`src/rtl/multi_bank_fifo_ctrl.sv`:
```
// Rotating multi-bank FIFO steering: TDC words fill one bank while closed
// banks drain to the SDK in ring order.
// state | meaning
// FREE  | bank empty and unassigned
// FILL  | bank receives TDC words
// READY | bank closed, waiting for its first read
// DRAIN | bank being read out
module multi_bank_fifo_ctrl #(
    parameter int DATA_W    = 64,
    parameter int NUM_BANKS = 4,
    parameter int CNT_W     = 16,
    localparam int BANK_W   = $clog2(NUM_BANKS)
) (
    input  logic                        clk,
    input  logic                        reset,
    input  logic                        done,
    input  logic [DATA_W-1:0]           datain_tdc,
    input  logic                        flush,
    output logic [NUM_BANKS*DATA_W-1:0] fifo_din,
    output logic [NUM_BANKS-1:0]        fifo_wr,
    input  logic [NUM_BANKS-1:0]        fifo_full,
    input  logic [NUM_BANKS-1:0]        fifo_empty,
    input  logic [NUM_BANKS*DATA_W-1:0] fifo_dout,
    output logic [NUM_BANKS-1:0]        fifo_rd,
    input  logic                        read_in,
    input  logic                        burst_mode,
    output logic [DATA_W-1:0]           dataout_sdk,
    output logic                        sdk_valid,
    output logic [BANK_W:0]             ready_cnt,
    output logic [BANK_W-1:0]           wr_bank,
    output logic [BANK_W-1:0]           rd_bank,
    output logic                        overflow,
    output logic [CNT_W-1:0]            drop_cnt
);

    typedef enum logic [1:0] {FREE, FILL, READY, DRAIN} bank_state_t;

    bank_state_t        st     [NUM_BANKS];
    bank_state_t        st_nxt [NUM_BANKS];
    logic [BANK_W-1:0]  wr_bank_nxt;
    logic [BANK_W-1:0]  nxt_bank;
    logic [BANK_W:0]    ready_nxt;

    logic               wr_q;
    logic [BANK_W-1:0]  wr_idx_q;
    logic [DATA_W-1:0]  din_q;
    logic               rd_q;
    logic [BANK_W-1:0]  rd_idx_q;

    logic               read_r1;
    logic               read_r2;
    logic               req_pending;
    logic               burst_active;

    logic               fill_here;
    logic               wr_accept;
    logic               drop;
    logic               inflight;
    logic               close;
    logic               bank_live;
    logic               rd_en;
    logic               free_now;
    logic               nxt_free;
    logic               rd_edge;

    always_comb begin
        fill_here = (st[wr_bank] == FILL);
        wr_accept = done & fill_here;
        drop      = done & ~fill_here;
        // a word registered last cycle is already committed to this bank
        inflight  = wr_q & (wr_idx_q == wr_bank);
        close     = fill_here &
                    (fifo_full[wr_bank] | (flush & (~fifo_empty[wr_bank] | inflight)));
        bank_live = (st[rd_bank] == READY) | (st[rd_bank] == DRAIN);
        rd_en     = (req_pending | burst_active) & ~fifo_empty[rd_bank] & bank_live;
        free_now  = (st[rd_bank] == DRAIN) & fifo_empty[rd_bank] & ~rd_en;
        nxt_bank  = wr_bank + 1'b1;
        nxt_free  = (st[nxt_bank] == FREE) | (free_now & (rd_bank == nxt_bank));
        rd_edge   = read_r1 & ~read_r2;
    end

    always_comb begin
        for (int i = 0; i < NUM_BANKS; i++) begin
            st_nxt[i] = st[i];
        end
        wr_bank_nxt = wr_bank;

        if (free_now) begin
            st_nxt[rd_bank] = FREE;
        end
        if (rd_en && (st[rd_bank] == READY)) begin
            st_nxt[rd_bank] = DRAIN;
        end

        if (close) begin
            st_nxt[wr_bank] = READY;
            if (nxt_free) begin
                st_nxt[nxt_bank] = FILL;
                wr_bank_nxt      = nxt_bank;
            end
        end else if (!fill_here && (st[nxt_bank] == FREE)) begin
            // waiting for the oldest bank: claim it the cycle after it frees
            st_nxt[nxt_bank] = FILL;
            wr_bank_nxt      = nxt_bank;
        end

        ready_nxt = '0;
        for (int i = 0; i < NUM_BANKS; i++) begin
            if ((st_nxt[i] == READY) || (st_nxt[i] == DRAIN)) begin
                ready_nxt = ready_nxt + 1'b1;
            end
        end
    end

    always_ff @(posedge clk or posedge reset) begin
        if (reset) begin
            for (int i = 0; i < NUM_BANKS; i++) begin
                if (i == 0) begin
                    st[i] <= FILL;
                end else begin
                    st[i] <= FREE;
                end
            end
            wr_bank      <= '0;
            rd_bank      <= '0;
            wr_q         <= 1'b0;
            wr_idx_q     <= '0;
            din_q        <= '0;
            rd_q         <= 1'b0;
            rd_idx_q     <= '0;
            read_r1      <= 1'b0;
            read_r2      <= 1'b0;
            req_pending  <= 1'b0;
            burst_active <= 1'b0;
            overflow     <= 1'b0;
            drop_cnt     <= '0;
            ready_cnt    <= '0;
        end else begin
            for (int i = 0; i < NUM_BANKS; i++) begin
                st[i] <= st_nxt[i];
            end
            wr_bank   <= wr_bank_nxt;
            ready_cnt <= ready_nxt;

            wr_q <= wr_accept;
            if (wr_accept) begin
                din_q    <= datain_tdc;
                wr_idx_q <= wr_bank;
            end

            rd_q <= rd_en;
            if (rd_en) begin
                rd_idx_q <= rd_bank;
            end

            read_r1 <= read_in;
            read_r2 <= read_r1;

            if (rd_en) begin
                req_pending <= 1'b0;
            end
            if (free_now) begin
                rd_bank      <= rd_bank + 1'b1;
                burst_active <= 1'b0;
            end
            // an edge landing on a bank that is just being released is dropped
            if (rd_edge && bank_live && !free_now) begin
                if (burst_mode) begin
                    burst_active <= 1'b1;
                end else begin
                    req_pending <= 1'b1;
                end
            end

            if (drop) begin
                overflow <= 1'b1;
                if (drop_cnt != {CNT_W{1'b1}}) begin
                    drop_cnt <= drop_cnt + 1'b1;
                end
            end
        end
    end

    always_comb begin
        fifo_wr  = '0;
        fifo_din = '0;
        fifo_rd  = '0;
        if (wr_q) begin
            fifo_wr[wr_idx_q]                            = 1'b1;
            fifo_din[int'(wr_idx_q)*DATA_W +: DATA_W]    = din_q;
        end
        if (rd_en) begin
            fifo_rd[rd_bank] = 1'b1;
        end
    end

    // read data arrives one cycle after fifo_rd, aligned with sdk_valid
    assign sdk_valid   = rd_q;
    assign dataout_sdk = rd_q ? fifo_dout[int'(rd_idx_q)*DATA_W +: DATA_W] : '0;

endmodule

```
`config.mk`:
```
export PLATFORM = sky130hd
export DESIGN_NAME = multi_bank_fifo_ctrl
export DESIGN_NICKNAME = d
export VERILOG_FILES = /design/src/rtl/multi_bank_fifo_ctrl.sv
export SDC_FILE = /design/constraint.sdc
export NUM_CORES = 1
export LEC_CHECK = 0
export ABC_AREA = 1
export BUFFER_PORTS_ARGS = -buffer_cell sky130_fd_sc_hd__buf_2
export CORE_AREA = 5 5 264 266
export CTS_CLUSTER_DIAMETER = 60
export DETAILED_ROUTE_END_ITERATION = 12
export DIE_AREA = 0 0 269 271
export SYNTH_ARGS = -nofsm -noshare
export SYNTH_HDL_FRONTEND = slang
export SYNTH_SLANG_ARGS = --single-unit
export TNS_END_PERCENT = 30
```
`constraint.sdc`:
```
create_clock -name clk -period 3.1 [get_ports clk]
set_input_delay 0.31 -clock clk [delete_from_list [all_inputs] [get_ports clk]]
set_output_delay 0.31 -clock clk [all_outputs]
set_load 0.02 [all_outputs]
```
==> flow_summary_export.csv, run 1 <==
group,metric,value,unit
run_status,outcome,"complete, no violations",
clock_network,root_buffer,"clkbuf_16",
sta,slew_headroom,47.75,%
power,irDropWorstVdd,260.2,uV
synth,post-synth-top-area-cell,"dfrtp_1",
min_path,hp-class,"input port to register",
worst_setup_path,slowest_stage,"buf_4",
synth,yosys_register_bits,106,
worst_setup_path,crit_family,"buffers and inverters",
synth,synth.area.top_cells,"dfrtp_1 29%, nor2_1 15%, o21ai_0 12%, nor3_1 11%, nand2_1 8.3%",
synth,syn_area,8969,um2
power,leakagePower,7.175,nW
global_routing,antenna_found_initial,27,
floorplanning,initial_utilization,13.43,%
worst_setup_path,crit_path_end_kind,"primary output",
worst_setup_path,crit_buf_inv,3,
synth,async_flop_share,100.0,%
worst_setup_path,crit_chain,"inv_1, ha_1, nor2_1, nand2_2, buf_4, nor3_1, buf_2",
clock_network,htree_levels,3,
synth,synthCells,1477,
cells_and_area,final_cells,3015,
cells_and_area,drive_gt1_share,38.74,%
placed_design,dpl-instance-area,13590,um2
placed_design,dp.cells,2986,
sta,final_hold_viol_count,0,
floorplanning,die_w,269,um
clock_network,clk_pin_slew,0.08,ns
synth,synth_area_per_cell,6.072,um2
cells_and_area,final_core_util,20.97,%
synth,synth_edf_count,0,
synth,synth_most_common_cell,"nor2_1",
worst_setup_path,startpoint_type,"register",
worst_setup_path,r2r_slack,0.18,ns
sta,grt_setup_unrepaired,"yes",
power,p_total,6.243,mW
placed_design,numPortBuffers,686,
synth,synth_common_cells,"350 x nor2_1, 213 x o21ai_0, 199 x nand2_1",
clock_network,cts_buffers,9,
placed_design,post-place-ws,0.1560,ns
worst_setup_path,cp_max_fo,54,
clock_network,clk_latency,0.38,ns
global_routing,grt_pass1_wl,76.55,mm
cells_and_area,syn2layout_area_growth,56.17,%
placed_design,gp_congestion,0.9266,
floorplanning,die_h,271,um
detailed_routing,vias,12490,
sta,tightest_slew,0.7820,ns
sta,period_minus_slack,2.919,ns
cells_and_area,nets,2482,
worst_setup_path,slowest_delay,0.55,ns
synth,ys_seq_area_share,29.59,%
floorplanning,fp.coreArea,66800,um2
sta,setup_viol,0,
global_routing,track_usage,13.74,%
floorplanning,die_area,72900,um2
worst_setup_path,cp_data_required_time,2.79,ns
detailed_routing,ant_nets,0,
sta,slew_violations,0,
sta,fmaxAchievable,342.5,MHz
placed_design,hpwl,45.10,mm
detailed_routing,via_per_inst,4.143,
worst_setup_path,crit_arrival,2.61,ns
global_routing,first_global_vias,12314,
clock_network,clockBufferDepth,2,
detailed_routing,drt_first_pass_iters,5,
synth,synth_warnings,0,
cells_and_area,final_area,14010,um2
synth,synth_cell_type_count,38,
power,p_per_area,445.7,nW/um2
sta,worst_clock_skew,0.01400,ns
global_routing,overflow,0,
sta,whs,0.05520,ns
global_routing,grt_max_degree,129,
sta,fin_ws,0.1807,ns
detailed_routing,routedWlPerCell,17.97,um
clock_network,cts_tree,"built",
detailed_routing,drt_iter0_drc,837,
run,cap_viol_max_count,0,
detailed_routing,finalWirelength,54.19,mm
clock_network,clock_sinks,106,
synth,synthDominantCellAreaShare,29.30,%
synth,ys.flop_type,"dfrtp_1",
sta,period_share,94.17,%
sta,tns,0,ns
detailed_routing,drc,0,
worst_setup_path,worstSetupPathType,"register to primary output",
floorplanning,pin_count,687,
floorplanning,fp-row-count,95,
synth,syn_nets,1828,
## layout make-up
type,count,area (um2)
inverters,128,491.7
repair buffers,755,4066
clock buffers,10,239.0
well taps,873,1092
clock inverters,5,46.29
diodes,7,17.52
flip-flops and latches,106,2661
multi-input cells,1131,5391
fillers,7702,52800
## routing by layer
metal	part of all wire [%]	vias to the layer above	global-route usage (%)
li1	-	6093	-
met1	39	5595	15.43
met2	49	677	24.67
met3	8.0	119	3.308
met4	4.0	6	5.686
met5	0.063	-	0
## worst paths after layout
check                                        start                endpoint  cells past startpoint
max                        wr_idx_q[0]$_DFFE_PP0P_           fifo_din[187]                      7
min                                        read_in       read_r1$_DFF_PP0_                      1
max reg2reg                 wr_bank[1]$_DFFE_PP0P_  ready_cnt[2]$_DFF_PP0_                     20
min reg2reg                      read_r1$_DFF_PP0_       read_r2$_DFF_PP0_                      0
max in group asynchronous                    reset   din_q[63]$_DFFE_PP0P_                      4
min in group asynchronous                    reset  ready_cnt[2]$_DFF_PP0_                      3
## worst reg2reg max path, cell delays in order, from the launching register on
cell	delay, ns
dfrtp_1	0.38
inv_1	0.11
ha_4	0.22
inv_2	0.08
nor2_1	0.04
nor3_1	0.21
nand3_1	0.12
nand2_2	0.13
inv_1	0.08
o211ai_1	0.24
nand2_1	0.10
nand2_2	0.10
inv_1	0.05
ha_1	0.20
nand3b_1	0.17
and2_1	0.17
ha_1	0.20
inv_1	0.05
nor2_1	0.03
nand2_1	0.06
nand2_1	0.05
## flip-flops by register name, indices dropped and copies added, names as in the netlist
name          cells
req_pending       1
burst_active      1
read_r2           1
din_q            64
read_r1           1
wr_idx_q          2
wr_bank           2
sdk_valid         1
drop_cnt         16
ready_cnt         3
rd_bank           2
overflow          1
wr_q              1
st                8
rd_idx_q          2
## report_power, final
| part | switching, mW | leakage (nW) | internal (mW) |
|---|---|---|---|
| logic | 2.10 | 5.76 | 0.807 |
| registers | 0.287 | 1.28 | 1.88 |
| clock network | 0.589 | 0.135 | 0.576 |
## logic make-up (layout without fill, tap and decap cells)
| group | after synthesis | after routing | synth area share (%) |
|---|---|---|---|
| xor gates and xnor gates | 17 | 17 | 1.660 |
| DFF | 106 | 106 | 29.59 |
| AOI/OAI and AO/OA | 293 | 293 | 16.71 |
| other | 0 | 7 | 0 |
| adders and majority gates | 17 | 17 | 2.372 |
| buffers and inverters | 240 | 898 | 11.08 |
| and+or+nand+nor | 804 | 804 | 38.59 |
## placed cells by master, fill, tap and decap left out, types with 2 or more instances in the layout
cell type	count
nand3_2	7
inv_2	8
nand2_2	12
xnor2_1	6
clkinvlp_4	2
o21ai_0	212
nand4_1	4
diode_2	7
inv_8	2
clkbuf_16	9
o21ai_1	4
dfrtp_2	3
or2_2	3
a21oi_1	71
xor2_1	11
nand2_4	4
buf_2	686
buf_4	59
nor3_1	189
nand2_1	191
nand3b_1	2
inv_1	115
nor2_4	5
buf_12	9
o211ai_1	2
nor2_1	348
ha_1	15
ha_4	2
dfrtp_1	101
inv_4	4
nand3_1	33
## what timing repair did
| action | 4_1_cts | 5_1_grt |
|---|---|---|
| buffers inserted | 0 | 6 |
| hold buffers | 1 | 0 |
| resized for setup | 0 | 11 |
| endpoints found under the hold margin | 35 | 0 |
| endpoints found under the setup margin | 0 | 3 |
(Power assumes the default switching activity.)
==> run 2, diff against run 1 <==
--- a/config.mk
+++ b/config.mk
@@ -6,7 +6,7 @@
 export NUM_CORES = 1
 export LEC_CHECK = 0
 export ABC_AREA = 1
-export BUFFER_PORTS_ARGS = -buffer_cell sky130_fd_sc_hd__buf_2
+export BUFFER_PORTS_ARGS = -buffer_cell sky130_fd_sc_hd__buf_4
 export CORE_AREA = 5 5 264 266
 export CTS_CLUSTER_DIAMETER = 60
 export DETAILED_ROUTE_END_ITERATION = 12
==> run 2 against run 1 <==
Sequential power is essentially flat. Largest power group unchanged. Wire length grew 3.5%. Critical endpoint is now fifo_din[53]. Global-route usage grew 0.63 points. Clock skew shrank 0.0012 ns. Non-clock buffer count shrank 13. First-iteration DRC count shrank 3.1%. Clock power grew 8%. Power grew 6.1%. Critical path type unchanged. Maximum frequency shrank 0.50%.
==> flow_summary_export.csv, run 2 (synthesized netlist as in run 1, its figures left out) <==
group,metric,value,unit
worst_setup_path,cp_data_required_time,2.79,ns
worst_setup_path,cp_max_fo,19,
placed_design,numPortBuffers,686,
cells_and_area,final_common_cell,"buf_4",
clock_network,root_buffer,"clkbuf_16",
sta,final_hold_viol_count,0,
clock_network,clock_sinks,106,
cells_and_area,final_core_util,23.45,%
global_routing,grt_pass1_wl,80.05,mm
floorplanning,fp-row-count,95,
cells_and_area,nets,2469,
global_routing,first_global_vias,12375,
detailed_routing,routedWlPerCell,18.68,um
cells_and_area,top_register,"din_q",
clock_network,clk_latency,0.37,ns
floorplanning,fp.coreArea,66800,um2
cells_and_area,largestRegisters,"din_q: 64 flops, drop_cnt: 16 flops, st: 8 flops",
detailed_routing,finalWirelength,56.09,mm
placed_design,dp.cells,2975,
detailed_routing,vias,12374,
cells_and_area,final_cell_mix,"731 x buf_4, 348 x nor2_1, 211 x o21ai_0",
detailed_routing,ant_nets,0,
sta,period_minus_slack,2.934,ns
global_routing,track_usage,14.36,%
worst_setup_path,crit_arrival,2.62,ns
worst_setup_path,r2r_slack,0.18,ns
cells_and_area,largest_reg_flops,64,
min_path,hp-class,"input port to register",
global_routing,antenna_found_initial,17,
floorplanning,die_area,72900,um2
floorplanning,die_h,271,um
sta,fmaxAchievable,340.8,MHz
global_routing,met2_usage,25.34,%
sta,slew_headroom,49.64,%
global_routing,overflow,0,
floorplanning,die_w,269,um
sta,grt_setup_unrepaired,"yes",
power,irDropWorstVdd,270.6,uV
detailed_routing,drt_first_pass_iters,5,
clock_network,clockBufferDepth,2,
sta,tns,0,ns
cells_and_area,final_cells,3003,
placed_design,gp_congestion,0.9266,
detailed_routing,drt_iter0_drc,811,
power,leakagePower,7.396,nW
worst_setup_path,crit_path_end_kind,"primary output",
sta,slew_violations,0,
cells_and_area,syn2layout_area_growth,74.64,%
placed_design,hpwl,46.29,mm
clock_network,cts_buffers,9,
detailed_routing,drc,0,
worst_setup_path,startpoint_type,"register",
sta,fin_ws,0.1659,ns
global_routing,met3_usage,3.308,%
worst_setup_path,worstSetupPathType,"register to primary output",
sta,worst_clock_skew,0.01279,ns
detailed_routing,via_per_inst,4.121,
global_routing,use_met1,16.55,%
clock_network,clk_pin_slew,0.08,ns
global_routing,top_usage_layer,"met2",
run_status,outcome,"complete, no violations",
floorplanning,pin_count,687,
global_routing,grt_max_degree,129,
sta,period_share,94.65,%
cells_and_area,drive_gt1_share,38.34,%
clock_network,htree_levels,3,
clock_network,cts_tree,"built",
floorplanning,initial_utilization,13.43,%
sta,tightest_slew,0.7555,ns
power,p_per_area,422.8,nW/um2
placed_design,post-place-ws,0.1488,ns
sta,setup_viol,0,
run,cap_viol_max_count,0,
[run 2: where the power goes]
group / total (mW) / internal [mW] / switching (mW) / leakage [nW]
Clock: 1.26 / 0.648 / 0.608 / 0.152
Combinational: 3.19 / 1.09 / 2.11 / 5.96
Sequential: 2.17 / 1.88 / 0.291 / 1.28
Total: 6.62 / 3.62 / 3.01 / 7.40
[run 2: repair_timing]
action | CTS | global route
hold buffers | 1 | 0
gates resized for setup | 0 | 13
hold endpoints to repair | 35 | 0
buffers inserted | 0 | 4
endpoints found under the setup margin | 0 | 37
[run 2: critical path, cell delays in order, from the launching register on]
cell and delay [ns]:
dfrtp_1 0.43, inv_1 0.27, ha_1 0.33, inv_1 0.17, nand2_4 0.23, buf_12 0.25
nor3_1 0.33, buf_4 0.22
[run 2: final cells by class]
type | count | area (um2)
inverter | 128 | 491.7
clock inverter | 6 | 83.83
timing repair buffer | 742 | 5698
sequential | 106 | 2661
multi-input combinational | 1131 | 5389
fill | 7563 | 51140
antenna | 7 | 17.52
clock buffer | 10 | 229.0
tap | 873 | 1092
[run 2: final timing paths]
| kind | startpoint | to | cells past startpoint |
|---|---|---|---|
| setup / recovery | wr_idx_q[0]$_DFFE_PP0P_ | fifo_din[53] | 7 |
| hold / removal | read_in | read_r1$_DFF_PP0_ | 1 |
| setup reg to reg | rd_bank[0]$_DFFE_PP0N_ | ready_cnt[1]$_DFF_PP0_ | 17 |
| hold reg to reg | read_r1$_DFF_PP0_ | read_r2$_DFF_PP0_ | 0 |
| max in group asynchronous | reset | st[6]$_DFF_PP1_ | 4 |
| min in group asynchronous | reset | drop_cnt[2]$_DFFE_PP0P_ | 3 |
[run 2: per-stage QoR]
stage	area [um2]	power (mW)	hold slack, ns
6_report	15660	6.622	0.06302
5_1_grt	15660	7.101	0.04177
4_1_cts	15570	6.687	0.03302
3_5_place_dp	15250	5.372	0.3873
3_3_place_gp	15250	5.334	0.3919
2_1_floorplan	8969	3.847	0.3414
[run 2: per-layer routing]
metal  vias to the layer above  routed length [um]
li1                       6066                   -
met4                         2                1970
met1                      5579               21540
met3                        85                4508
met2                       642               28050
met5                         -                  12
==> run 3, diff against run 2 <==
--- a/config.mk
+++ b/config.mk
@@ -6,11 +6,12 @@
 export NUM_CORES = 1
 export LEC_CHECK = 0
 export ABC_AREA = 1
-export BUFFER_PORTS_ARGS = -buffer_cell sky130_fd_sc_hd__buf_4
+export BUFFER_PORTS_ARGS = -buffer_cell sky130_fd_sc_hd__buf_2
 export CORE_AREA = 5 5 264 266
 export CTS_CLUSTER_DIAMETER = 60
 export DETAILED_ROUTE_END_ITERATION = 12
 export DIE_AREA = 0 0 269 271
+export PLACE_DENSITY = 0.33
 export SYNTH_ARGS = -nofsm -noshare
 export SYNTH_HDL_FRONTEND = slang
 export SYNTH_SLANG_ARGS = --single-unit
==> constraint.sdc (replaced) <==
create_clock -name clk -period 3.63 [get_ports clk]
set_input_delay 0.363 -clock clk [delete_from_list [all_inputs] [get_ports clk]]
set_output_delay 0.363 -clock clk [all_outputs]
set_load 0.02 [all_outputs]
==> run 3 against run 2 <==
First-iteration DRC count increased by 2.7%. Clock-buffer cell count decreased by 1. Worst setup slack improved by 0.29 ns. Non-clock buffer count is 23 lower. Sequential share of layout area increased by 2.4 points. Clock skew grew 0.012 ns. Critical path depth unchanged. Via count increased by 1.9%. Die area is the same. Global-route usage increased by 2.4 points. Power down 17%. Largest cell class is now multi-input combinational cells.
==> flow_summary_export.csv, run 3 (synthesized netlist as in run 1, its figures left out) <==
group,metric,value,unit
sta,fin_ws,0.4575,ns
clock_network,clk_pin_slew,0.08,ns
detailed_routing,vias,12608,
cells_and_area,top_register,"din_q",
min_path,min_path_cells,1,
detailed_routing,routedWlPerCell,21.58,um
global_routing,track_usage,16.72,%
placed_design,dpl-instance-area,13370,um2
min_path,hold_start,"read_in",
global_routing,grt_pass1_wl,90.97,mm
detailed_routing,ant_nets,0,
global_routing,overflow,0,
global_routing,first_global_vias,13140,
sta,period_share,87.40,%
min_path,min_delay_worst_endpoint,"read_r1$_DFF_PP0_",
power,irDropWorstVdd,314.8,uV
floorplanning,die_w,269,um
detailed_routing,drt_first_pass_iters,8,
clock_network,clk_latency,0.40,ns
sta,slew_headroom,30.39,%
floorplanning,initial_utilization,13.43,%
clock_network,post_cts_resized,0,
cells_and_area,final_core_util,20.53,%
cells_and_area,final_area,13710,um2
worst_setup_path,r2r_start,"rd_bank[0]$_DFFE_PP0N_",
floorplanning,die_h,271,um
run,cap_viol_max_count,0,
global_routing,grt_max_degree,129,
cells_and_area,final_cell_mix,"686 x buf_2, 348 x nor2_1, 213 x o21ai_0",
detailed_routing,drc,0,
cells_and_area,largest_reg_flops,64,
placed_design,gp_congestion,0.8681,
cells_and_area,nets,2446,
sta,grt_setup_unrepaired,"no",
worst_setup_path,crit_path_end_kind,"primary output",
worst_setup_path,r2r_slack,0.58,ns
worst_setup_path,startpoint_type,"register",
floorplanning,pin_count,687,
worst_setup_path,cp_max_fo,24,
global_routing,antenna_found_initial,42,
cells_and_area,largestRegisters,"din_q: 64 flops, drop_cnt: 16 flops, st: 8 flops",
sta,fmaxAchievable,315.2,MHz
power,p_per_area,400.4,nW/um2
clock_network,cts_hold_buf,0,
power,leakagePower,7.015,nW
detailed_routing,drt_iter0_drc,833,
worst_setup_path,crit_arrival,2.81,ns
worst_setup_path,rr_endpoint,"ready_cnt[1]$_DFF_PP0_",
sta,final_hold_viol_count,0,
run_status,outcome,"complete, no violations",
sta,whs,0.08089,ns
clock_network,cts_tree,"built",
placed_design,numPortBuffers,686,
sta,worst_clock_skew,0.02447,ns
sta,period_minus_slack,3.173,ns
worst_setup_path,cp_data_required_time,3.27,ns
min_path,hp-class,"input port to register",
cells_and_area,syn2layout_area_growth,52.90,%
floorplanning,fp-row-count,95,
sta,setup_viol,0,
worst_setup_path,worstSetupPathType,"register to primary output",
floorplanning,die_area,72900,um2
clock_network,postCtsSetupRepairBufs,0,
placed_design,post-place-ws,0.6031,ns
clock_network,clockBufferDepth,2,
placed_design,hpwl,52.34,mm
worst_setup_path,rr_worst_depth,18,
sta,slew_violations,0,
cells_and_area,drive_gt1_share,37.43,%
sta,tns,0,ns
detailed_routing,finalWirelength,64.47,mm
clock_network,htree_levels,3,
sta,tightest_slew,1.044,ns
floorplanning,fp.coreArea,66800,um2
cells_and_area,final_common_cell,"buf_2",
clock_network,root_buffer,"clkbuf_16",
clock_network,clock_sinks,106,
clock_network,cts_buffers,9,
detailed_routing,via_per_inst,4.220,
run 3: cell count changes in the layout (fill, tap and decap cells not counted), moves of 2 or more:
cell,delta
dfrtp_2,-2
dfrtp_1,+2
buf_2,+686
nand2_1,+2
buf_4,-706
o21ai_0,+2
o21ai_1,-2
nand2_4,-3
buf_12,-2
diode_2,+8
run 3: power breakdown:
group / internal [mW] / leakage, nW / total [mW] / switching (mW)
registers: 1.60 / 1.28 / 1.86 / 0.254
clock network: 0.493 / 0.149 / 1.09 / 0.593
logic: 0.648 / 5.58 / 2.55 / 1.90
run 3: worst max path at each step:
stage | slack, ns | depth (start not counted) | start | to
floorplan | 0.48 | 1 | reset | burst_active$_DFF_PP0_
detailed placement | 0.60 | 20 | rd_bank[0]$_DFFE_PP0N_ | ready_cnt[2]$_DFF_PP0_
finish | 0.46 | 7 | wr_idx_q[0]$_DFFE_PP0P_ | fifo_din[24]
global placement | 0.59 | 20 | wr_bank[1]$_DFFE_PP0P_ | ready_cnt[2]$_DFF_PP0_
global route | 0.15 | 20 | wr_bank[1]$_DFFE_PP0P_ | ready_cnt[2]$_DFF_PP0_
CTS | 0.40 | 7 | wr_idx_q[0]$_DFFE_PP0P_ | fifo_din[24]
run 3: final cells by class:
cell class,instances,area (um2)
antenna,15,37.54
inverter,128,488.0
sequential,106,2659
tap,873,1092
fill,7903,53090
multi-input combinational,1131,5351
timing repair buffer,719,3781
clock inverter,7,78.83
clock buffer,9,225.2
run 3: metrics by stage:
stage	total power [mW]	cells
2_1_floorplan	3.285	1477
3_3_place_gp	4.471	2957
3_5_place_dp	4.455	2957
4_1_cts	5.603	2973
5_1_grt	5.934	2984
6_report	5.491	2988
run 3: critical path, cell delays in order (launching register included):
cell and delay [ns]:
dfrtp_1 0.44, inv_1 0.26, ha_1 0.29, nand2_1 0.09
inv_1 0.09, nand2_2 0.43, nor3_1 0.55, buf_2 0.26
run 3: layer usage:
layer  vias to the layer above  routed length, um  track usage, %
met3                       117               5000           4.271
met1                      5837              25300           19.47
met4                        20               2078           5.954
li1                       6031                  -               -
met5                         -                129               0
met2                       603              31970           29.50
